==> src/rtl/pipelined_cla_addsub_if.sv <==
// Operand-issue / writeback handshake bundle for the pipelined CLA add/subtract unit.
// The master side issues operands and accepts results; the slave side is the arithmetic unit.
interface pipelined_cla_addsub_if #(
  parameter int WIDTH = 32
);
  logic             in_valid;
  logic             in_ready;
  logic [WIDTH-1:0] a;
  logic [WIDTH-1:0] b;
  logic [1:0]       op;
  logic             cin;
  logic             out_valid;
  logic             out_ready;
  logic [WIDTH-1:0] sum;
  logic             carry;
  logic             overflow;
  logic             zero;
  logic             negative;

  modport master (
    output in_valid, a, b, op, cin, out_ready,
    input  in_ready, out_valid, sum, carry, overflow, zero, negative
  );

  modport slave (
    input  in_valid, a, b, op, cin, out_ready,
    output in_ready, out_valid, sum, carry, overflow, zero, negative
  );
endinterface

==> src/rtl/pipelined_cla_addsub.sv <==
// Pipelined carry-lookahead add/subtract unit: one SEG-bit segment per stage, carry registered
// between stages, flags formed in the last stage, whole pipe stalls when the result is not taken.
module pipelined_cla_addsub #(
  parameter int WIDTH  = 32,
  parameter int STAGES = 2,
  parameter int BLOCK  = 4
) (
  input  logic                 clk,
  input  logic                 rst_n,
  pipelined_cla_addsub_if.slave bus
);

  localparam int SEG  = WIDTH / STAGES;
  localparam int NGRP = SEG / BLOCK;
  localparam int L    = STAGES - 1;

  if (WIDTH % (STAGES * BLOCK) != 0) begin : g_bad_geometry
    $error("pipelined_cla_addsub: WIDTH must be a multiple of STAGES*BLOCK");
  end

  // One segment: BLOCK-bit lookahead groups whose group carries ripple into the next group.
  function automatic logic [SEG:0] seg_add(input logic [SEG-1:0] x,
                                           input logic [SEG-1:0] y,
                                           input logic           ci);
    logic [BLOCK-1:0] g;
    logic [BLOCK-1:0] p;
    logic [BLOCK:0]   c;
    logic [SEG-1:0]   s;
    logic             gc;
    logic             term;
    g    = '0;
    p    = '0;
    c    = '0;
    s    = '0;
    gc   = ci;
    term = 1'b0;
    for (int grp = 0; grp < NGRP; grp++) begin
      g = x[grp*BLOCK +: BLOCK] & y[grp*BLOCK +: BLOCK];
      p = x[grp*BLOCK +: BLOCK] ^ y[grp*BLOCK +: BLOCK];
      for (int i = 0; i <= BLOCK; i++) begin
        c[i] = gc;
        for (int j = 0; j < i; j++) begin
          c[i] = c[i] & p[j];
        end
        for (int j = 0; j < i; j++) begin
          term = g[j];
          for (int k = j + 1; k < i; k++) begin
            term = term & p[k];
          end
          c[i] = c[i] | term;
        end
      end
      s[grp*BLOCK +: BLOCK] = p ^ c[BLOCK-1:0];
      gc = c[BLOCK];
    end
    return {gc, s};
  endfunction

  logic             lv_valid [STAGES];
  logic [1:0]       lv_op    [STAGES];
  logic [WIDTH-1:0] lv_a     [STAGES];
  logic [WIDTH-1:0] lv_b     [STAGES];
  logic [WIDTH-1:0] lv_s     [STAGES];
  logic             lv_c     [STAGES];

  logic             out_valid_r;
  logic [WIDTH-1:0] sum_r;
  logic             carry_r;
  logic             overflow_r;
  logic             zero_r;
  logic             negative_r;

  logic             advance;
  logic [WIDTH-1:0] b_eff;
  logic             c0;

  // A single global enable: nothing moves while a finished result waits on the writeback side.
  assign advance = ~out_valid_r | bus.out_ready;
  assign b_eff   = bus.op[0] ? ~bus.b : bus.b;
  assign c0      = bus.op[1] ? (bus.cin ^ bus.op[0]) : bus.op[0];

  logic [SEG:0]     seg_r;
  logic [WIDTH-1:0] nx_s [STAGES];
  logic             nx_c [STAGES];

  always_comb begin
    seg_r = '0;
    for (int k = 0; k < STAGES; k++) begin
      seg_r                 = seg_add(lv_a[k][k*SEG +: SEG], lv_b[k][k*SEG +: SEG], lv_c[k]);
      nx_s[k]               = lv_s[k];
      nx_s[k][k*SEG +: SEG] = seg_r[SEG-1:0];
      nx_c[k]               = seg_r[SEG];
    end
  end

  logic [WIDTH-1:0] fin_sum;
  logic             fin_carry;
  logic             fin_ovf;

  // Subtract ops report borrow, which is the inverse of the raw adder carry.
  assign fin_sum   = nx_s[L];
  assign fin_carry = nx_c[L] ^ lv_op[L][0];
  assign fin_ovf   = (lv_a[L][WIDTH-1] == lv_b[L][WIDTH-1]) &&
                     (fin_sum[WIDTH-1] != lv_a[L][WIDTH-1]);

  always_ff @(posedge clk or negedge rst_n) begin
    if (!rst_n) begin
      for (int k = 0; k < STAGES; k++) begin
        lv_valid[k] <= 1'b0;
        lv_op[k]    <= '0;
        lv_a[k]     <= '0;
        lv_b[k]     <= '0;
        lv_s[k]     <= '0;
        lv_c[k]     <= 1'b0;
      end
      out_valid_r <= 1'b0;
      sum_r       <= '0;
      carry_r     <= 1'b0;
      overflow_r  <= 1'b0;
      zero_r      <= 1'b0;
      negative_r  <= 1'b0;
    end else if (advance) begin
      lv_valid[0] <= bus.in_valid;
      if (bus.in_valid) begin
        lv_op[0] <= bus.op;
        lv_a[0]  <= bus.a;
        lv_b[0]  <= b_eff;
        lv_s[0]  <= '0;
        lv_c[0]  <= c0;
      end
      for (int k = 1; k < STAGES; k++) begin
        lv_valid[k] <= lv_valid[k-1];
        lv_op[k]    <= lv_op[k-1];
        lv_a[k]     <= lv_a[k-1];
        lv_b[k]     <= lv_b[k-1];
        lv_s[k]     <= nx_s[k-1];
        lv_c[k]     <= nx_c[k-1];
      end
      out_valid_r <= lv_valid[L];
      sum_r       <= fin_sum;
      carry_r     <= fin_carry;
      overflow_r  <= fin_ovf;
      zero_r      <= (fin_sum == '0);
      negative_r  <= fin_sum[WIDTH-1];
    end
  end

  assign bus.in_ready  = advance;
  assign bus.out_valid = out_valid_r;
  assign bus.sum       = sum_r;
  assign bus.carry     = carry_r;
  assign bus.overflow  = overflow_r;
  assign bus.zero      = zero_r;
  assign bus.negative  = negative_r;

endmodule

==> src/flat_wrapper.sv <==
// flat-port wrapper written by rule: the top's interface ports become plain ports
module pipelined_cla_addsub_flat 
#(
  parameter int WIDTH  = 32,
  parameter int STAGES = 2,
  parameter int BLOCK  = 4
)
  (clk, rst_n, bus_in_valid, bus_a, bus_b, bus_op, bus_cin, bus_out_ready, bus_in_ready, bus_out_valid, bus_sum, bus_carry, bus_overflow, bus_zero, bus_negative);
  pipelined_cla_addsub_if #(.WIDTH(WIDTH)) bus_i ();
  input  logic clk;
  input  logic rst_n;
  input wire logic [$bits(bus_i.in_valid)-1:0] bus_in_valid;
  input wire logic [$bits(bus_i.a)-1:0] bus_a;
  input wire logic [$bits(bus_i.b)-1:0] bus_b;
  input wire logic [$bits(bus_i.op)-1:0] bus_op;
  input wire logic [$bits(bus_i.cin)-1:0] bus_cin;
  input wire logic [$bits(bus_i.out_ready)-1:0] bus_out_ready;
  output wire logic [$bits(bus_i.in_ready)-1:0] bus_in_ready;
  output wire logic [$bits(bus_i.out_valid)-1:0] bus_out_valid;
  output wire logic [$bits(bus_i.sum)-1:0] bus_sum;
  output wire logic [$bits(bus_i.carry)-1:0] bus_carry;
  output wire logic [$bits(bus_i.overflow)-1:0] bus_overflow;
  output wire logic [$bits(bus_i.zero)-1:0] bus_zero;
  output wire logic [$bits(bus_i.negative)-1:0] bus_negative;
  assign bus_i.in_valid = bus_in_valid;
  assign bus_i.a = bus_a;
  assign bus_i.b = bus_b;
  assign bus_i.op = bus_op;
  assign bus_i.cin = bus_cin;
  assign bus_i.out_ready = bus_out_ready;
  assign bus_in_ready = bus_i.in_ready;
  assign bus_out_valid = bus_i.out_valid;
  assign bus_sum = bus_i.sum;
  assign bus_carry = bus_i.carry;
  assign bus_overflow = bus_i.overflow;
  assign bus_zero = bus_i.zero;
  assign bus_negative = bus_i.negative;
  pipelined_cla_addsub #(.WIDTH(WIDTH), .STAGES(STAGES), .BLOCK(BLOCK)) u_core (.clk(clk), .rst_n(rst_n), .bus(bus_i));
endmodule
==> config.mk <==
export PLATFORM = sky130hd
export DESIGN_NAME = pipelined_cla_addsub_flat
export DESIGN_NICKNAME = d
export VERILOG_FILES = /design/src/rtl/pipelined_cla_addsub_if.sv /design/src/rtl/pipelined_cla_addsub.sv /design/src/flat_wrapper.sv
export SDC_FILE = /design/constraint.sdc
export NUM_CORES = 1
export LEC_CHECK = 0
export CORE_UTILIZATION = 35
export DETAILED_ROUTE_END_ITERATION = 7
export SYNTH_ARGS = -nofsm -noshare
export SYNTH_HDL_FRONTEND = slang
export SYNTH_SLANG_ARGS = --single-unit
==> constraint.sdc <==
create_clock -name clk -period 5.6 [get_ports clk]
set_input_delay 1.12 -clock clk [delete_from_list [all_inputs] [get_ports clk]]
set_output_delay 1.12 -clock clk [all_outputs]
set_load 0.05 [all_outputs]
==> impl_summary.log <==
INFO  metric worst_hold_startpoint = u_core.lv_valid[0]
INFO  metric clock_power_share = 0.215
INFO  metric max_slew_margin = 0.3115
INFO  metric final_net_count = 905
INFO  metric areaGrowthSynthToFinish = 26.00%
INFO  metric synth_area_leader = sky130_fd_sc_hd__dfrtp_1
INFO  metric grt_pass1_vias = 4805
INFO  metric syn_area_per_cell = 10.33 um2
INFO  metric rrSetupSlack = 0.57 ns
INFO  metric ctsResizeCount = 0
INFO  metric synth_async_sr_flop_share = 1.000
INFO  metric cts_hold_buf = 0
INFO  metric share_of_post_route_cells_with_drive_strength_above_1 = 0.09387
INFO  metric p_switching = 2.065 mW
INFO  metric synth-main-ff-cell = sky130_fd_sc_hd__dfrtp_1
INFO  metric worst_r2r_path_depth = 20
INFO  metric crit-reg2reg-capture = u_core.bus.zero
INFO  metric source_of_the_worst_register_to_register_timing_path = u_core.lv_b[16]
INFO  metric intPower = 3.046 mW
INFO  metric timing.hold.worst_endpoint = u_core.lv_valid[0]
INFO  metric routed_wirelength = 14680 um
INFO  metric holdPathStages = 2
INFO  metric antenna_cells = 0
INFO  metric post-route-drc-count = 0
INFO  metric deepest_level_of_the_cts_h_tree = 4
INFO  metric design.die.area = 0.02094 mm2
INFO  metric core = 0.01972 mm2
INFO  metric synth.yosys.seq_area_share = 0.5406
INFO  metric gp_congestion = 0.7768
INFO  metric drt_iter0_drc = 230
INFO  metric power.combinational.fraction = 0.426
INFO  metric number_of_enable_type_register_cells_in_the_synthesized_netlist = 0
INFO  metric critical_path.startpoint = u_core.lv_b[16]
INFO  metric start_kind = flip-flop
INFO  metric synthCells = 690
INFO  metric post-synth-top-area-fraction = 0.5406
INFO  metric p_per_area = 569.0 mW/mm2
INFO  metric drtAntennaViolNets = 0
INFO  metric vdd.ir_drop.worst = 0.2335 mV
INFO  metric pin_count = 109
INFO  metric dr.pass1.iters = 4
INFO  metric cts_root_buf = sky130_fd_sc_hd__clkbuf_16
INFO  metric tns = 0 ns
INFO  metric setup-violations-final = 0
INFO  metric maxClockFrequency = 198.7 MHz
INFO  metric grt_antenna_before_repair = 0
INFO  metric crit_type = flip-flop to flip-flop
INFO  metric fin_crit = 5.032 ns
INFO  metric setup_repair_after_global_routing_missed_its_margin = no
INFO  metric global_route_wire_length_before_repair = 24280 um
INFO  metric post-route-worst-setup-slack = 0.5677 ns
INFO  metric crit_arrival = 5.38 ns
INFO  metric worst_setup_hold_path_clk_slew = 0.06 ns
INFO  metric detailed_place_hpwl = 9775 um
INFO  metric placementRows = 51
INFO  metric status = finished, final reports clean
INFO  metric fp.dieH = 144.7 um
INFO  metric dp_slack = 0.5945 ns
INFO  metric numPortBuffers = 108
INFO  metric max_cap_check_violation_count = 0
INFO  metric grt_max_degree = 107
INFO  metric timing.clock.skew = 0.007933 ns
INFO  metric share_seq_of_total_power = 0.359
INFO  metric worstMarginPinSlew = 1.033 ns
INFO  metric num_vias = 4847
INFO  metric clock_sink_count = 154
INFO  metric final-max-slew-violation-count = 0
INFO  metric period_share = 0.8986
INFO  metric chipWidth = 144.7 um
INFO  metric worstPathMaxFanout = 3
INFO  metric clock_buffers_created_by_tritoncts = 17
INFO  metric required = 5.94 ns
INFO  metric p_leak = 4.087 nW
INFO  metric clock_tree_from_tritoncts = done
INFO  metric number_of_post_cts_setup_repair_buffers = 0
INFO  metric grt-ovfl-total = 0
INFO  metric maximum_root_to_sink_buffer_count = 2
INFO  metric switching_share = 0.4040
INFO  metric hold_path_class = flip-flop to flip-flop
INFO  metric synth.distinct_cells = 37
INFO  metric synth_fp_nets = 809
INFO  metric initial_core_util = 0.3615
INFO  metric post_synth_main_area_contributors = sky130_fd_sc_hd__dfrtp_1, sky130_fd_sc_hd__nand2_1, sky130_fd_sc_hd__ha_1
INFO  metric final-hold-violation-count = 0
INFO  metric detail_route.wl_per_cell = 13.80 um
INFO  metric end_kind = flip-flop
INFO  metric global_route.usage.total = 0.1526
INFO  metric yosysWarningCount = 0
INFO  metric yosys_register_bits = 154
INFO  metric vias_per_std_cell = 4.555
INFO  metric netlist_area = 0.007128 mm2
INFO  metric worst_skew_pair.late_latency = 0.42 ns
-- how the worst max path moves through the flow --
| stage | cells past startpoint | to |
|---|---|---|
| 2_1_floorplan | 20 | u_core.bus.zero |
| 3_3_place_gp | 20 | u_core.bus.zero |
| 3_5_place_dp | 20 | u_core.bus.zero |
| 4_1_cts | 20 | u_core.bus.zero |
| 5_1_grt | 20 | u_core.bus.zero |
| 6_report | 20 | u_core.bus.zero |
-- layout make-up --
type	count	area (um2)
Clock buffer	22	474.2
Clock inverter	10	93.84
Fill cell	1864	10740
Inverter	3	11.26
Multi-Input combinational cell	499	3117
Sequential cell	154	3854
Tap cell	265	331.6
Timing Repair Buffer	111	1100
-- flip-flops by register name (all words and copies together), names as in the netlist --
register and flops:
u_core.lv_a 48, u_core.lv_b 48, u_core.bus.sum 31, u_core.fin_sum 16, u_core.lv_c 2, u_core.lv_op 2
u_core.lv_valid 2, u_core.bus.carry 1, u_core.bus.negative 1, u_core.bus.out_valid 1, u_core.bus.overflow 1, u_core.bus.zero 1
-- power by group through the flow --
stage | Clock, mW | Combinational, mW | Sequential (mW)
floorplan | 0 | 1.13 | 2.20
global placement | 0 | 2.16 | 1.85
detailed placement | 0 | 2.20 | 1.85
CTS | 1.13 | 2.21 | 1.84
global route | 1.17 | 2.44 | 1.89
finish | 1.10 | 2.18 | 1.83
-- cell usage after synthesis, types with 6 or more instances --
| cell type | n |
|---|---|
| sky130_fd_sc_hd__nor2_1 | 12 |
| sky130_fd_sc_hd__a21oi_1 | 11 |
| sky130_fd_sc_hd__o21ai_0 | 46 |
| sky130_fd_sc_hd__xnor2_1 | 45 |
| sky130_fd_sc_hd__fa_1 | 8 |
| sky130_fd_sc_hd__mux2_2 | 32 |
| sky130_fd_sc_hd__ha_1 | 40 |
| sky130_fd_sc_hd__o31ai_1 | 6 |
| sky130_fd_sc_hd__dfrtp_1 | 154 |
| sky130_fd_sc_hd__buf_2 | 11 |
| sky130_fd_sc_hd__clkbuf_1 | 8 |
| sky130_fd_sc_hd__o21a_1 | 12 |
| sky130_fd_sc_hd__buf_1 | 11 |
| sky130_fd_sc_hd__nand2_1 | 244 |
-- cells by family (layout without fill, tap and decap cells) --
kind of cell	after synthesis	in the layout	share of synthesized area
simple gates	285	285	0.1624
compound gates	86	86	0.07091
flops	154	154	0.5406
xor+xnor	47	47	0.05775
buf+inv	37	146	0.02352
fa+ha+maj	48	48	0.09268
mux	33	33	0.05213
-- cell usage in the layout, fill, tap and decap left out, types with 2 or more instances in the layout --
cell                              netlist  final
sky130_fd_sc_hd__a21o_1                 2      2
sky130_fd_sc_hd__a21oi_1               11     11
sky130_fd_sc_hd__buf_4                  4      3
sky130_fd_sc_hd__clkbuf_1               8      2
sky130_fd_sc_hd__clkbuf_16              0     17
sky130_fd_sc_hd__clkbuf_8               0      3
sky130_fd_sc_hd__clkdlybuf4s50_1        0    106
sky130_fd_sc_hd__clkinv_2               0      2
sky130_fd_sc_hd__clkinvlp_4             0      6
sky130_fd_sc_hd__dfrtp_1              154    154
sky130_fd_sc_hd__fa_1                   8      8
sky130_fd_sc_hd__ha_1                  40     40
sky130_fd_sc_hd__inv_1                  3      2
sky130_fd_sc_hd__mux2_2                32     32
sky130_fd_sc_hd__nand2_1              244    244
sky130_fd_sc_hd__nand2b_1               4      4
sky130_fd_sc_hd__nand3b_1               2      2
sky130_fd_sc_hd__nand4_1                2      2
sky130_fd_sc_hd__nor2_1                12     12
sky130_fd_sc_hd__nor3_1                 5      5
sky130_fd_sc_hd__nor4_1                 4      4
sky130_fd_sc_hd__o211a_1                2      2
sky130_fd_sc_hd__o211ai_1               3      3
sky130_fd_sc_hd__o21a_1                12     12
sky130_fd_sc_hd__o21ai_0               46     46
sky130_fd_sc_hd__o31ai_1                6      6
sky130_fd_sc_hd__or2_2                  3      3
sky130_fd_sc_hd__or3_1                  4      4
sky130_fd_sc_hd__xnor2_1               45     45
sky130_fd_sc_hd__xor2_1                 2      2
-- routing by layer --
layer / part of all wire / wire length (um) / vias up / GRT usage
li1: - / - / 2454 / -
met1: 0.49 / 7247 / 2282 / 0.2092
met2: 0.46 / 6685 / 99 / 0.2366
met3: 0.036 / 528 / 12 / 0.03455
met4: 0.015 / 221 / 0 / 0.05429
met5: 0 / 0 / - / 0
-- critical path, cell delays in order, from the launching register on --
cell and delay (ns):
sky130_fd_sc_hd__dfrtp_1 0.41, sky130_fd_sc_hd__ha_1 0.31, sky130_fd_sc_hd__ha_1 0.21, sky130_fd_sc_hd__o211ai_1 0.22
sky130_fd_sc_hd__nand3b_1 0.15, sky130_fd_sc_hd__a21o_1 0.24, sky130_fd_sc_hd__ha_1 0.19, sky130_fd_sc_hd__o21ai_0 0.21
sky130_fd_sc_hd__a21boi_0 0.19, sky130_fd_sc_hd__o21a_1 0.23, sky130_fd_sc_hd__or2_2 0.31, sky130_fd_sc_hd__ha_1 0.23
sky130_fd_sc_hd__o211ai_1 0.23, sky130_fd_sc_hd__nand3b_1 0.15, sky130_fd_sc_hd__a21o_1 0.24, sky130_fd_sc_hd__fa_1 0.51
sky130_fd_sc_hd__nor4_1 0.23, sky130_fd_sc_hd__nand4_1 0.16, sky130_fd_sc_hd__nor4_2 0.29, sky130_fd_sc_hd__nand4bb_1 0.13
sky130_fd_sc_hd__o21ai_1 0.14
-- stage by stage --
step / instances / total power, mW / hold WS (ns) / area [um2] / utilization
after floorplan: 690 / 3.332 / 0.4300 / 7128 / -
after global placement: 1032 / 4.016 / 0.4402 / 8413 / 0.4267
after detailed placement: 1032 / 4.052 / 0.4479 / 8413 / 0.4267
after CTS: 1064 / 5.176 / 0.4614 / 8981 / 0.4555
after global routing: 1064 / 5.500 / 0.4904 / 8981 / 0.4555
final: 1064 / 5.110 / 0.4580 / 8981 / 0.4555
(Power assumes the default switching activity.)
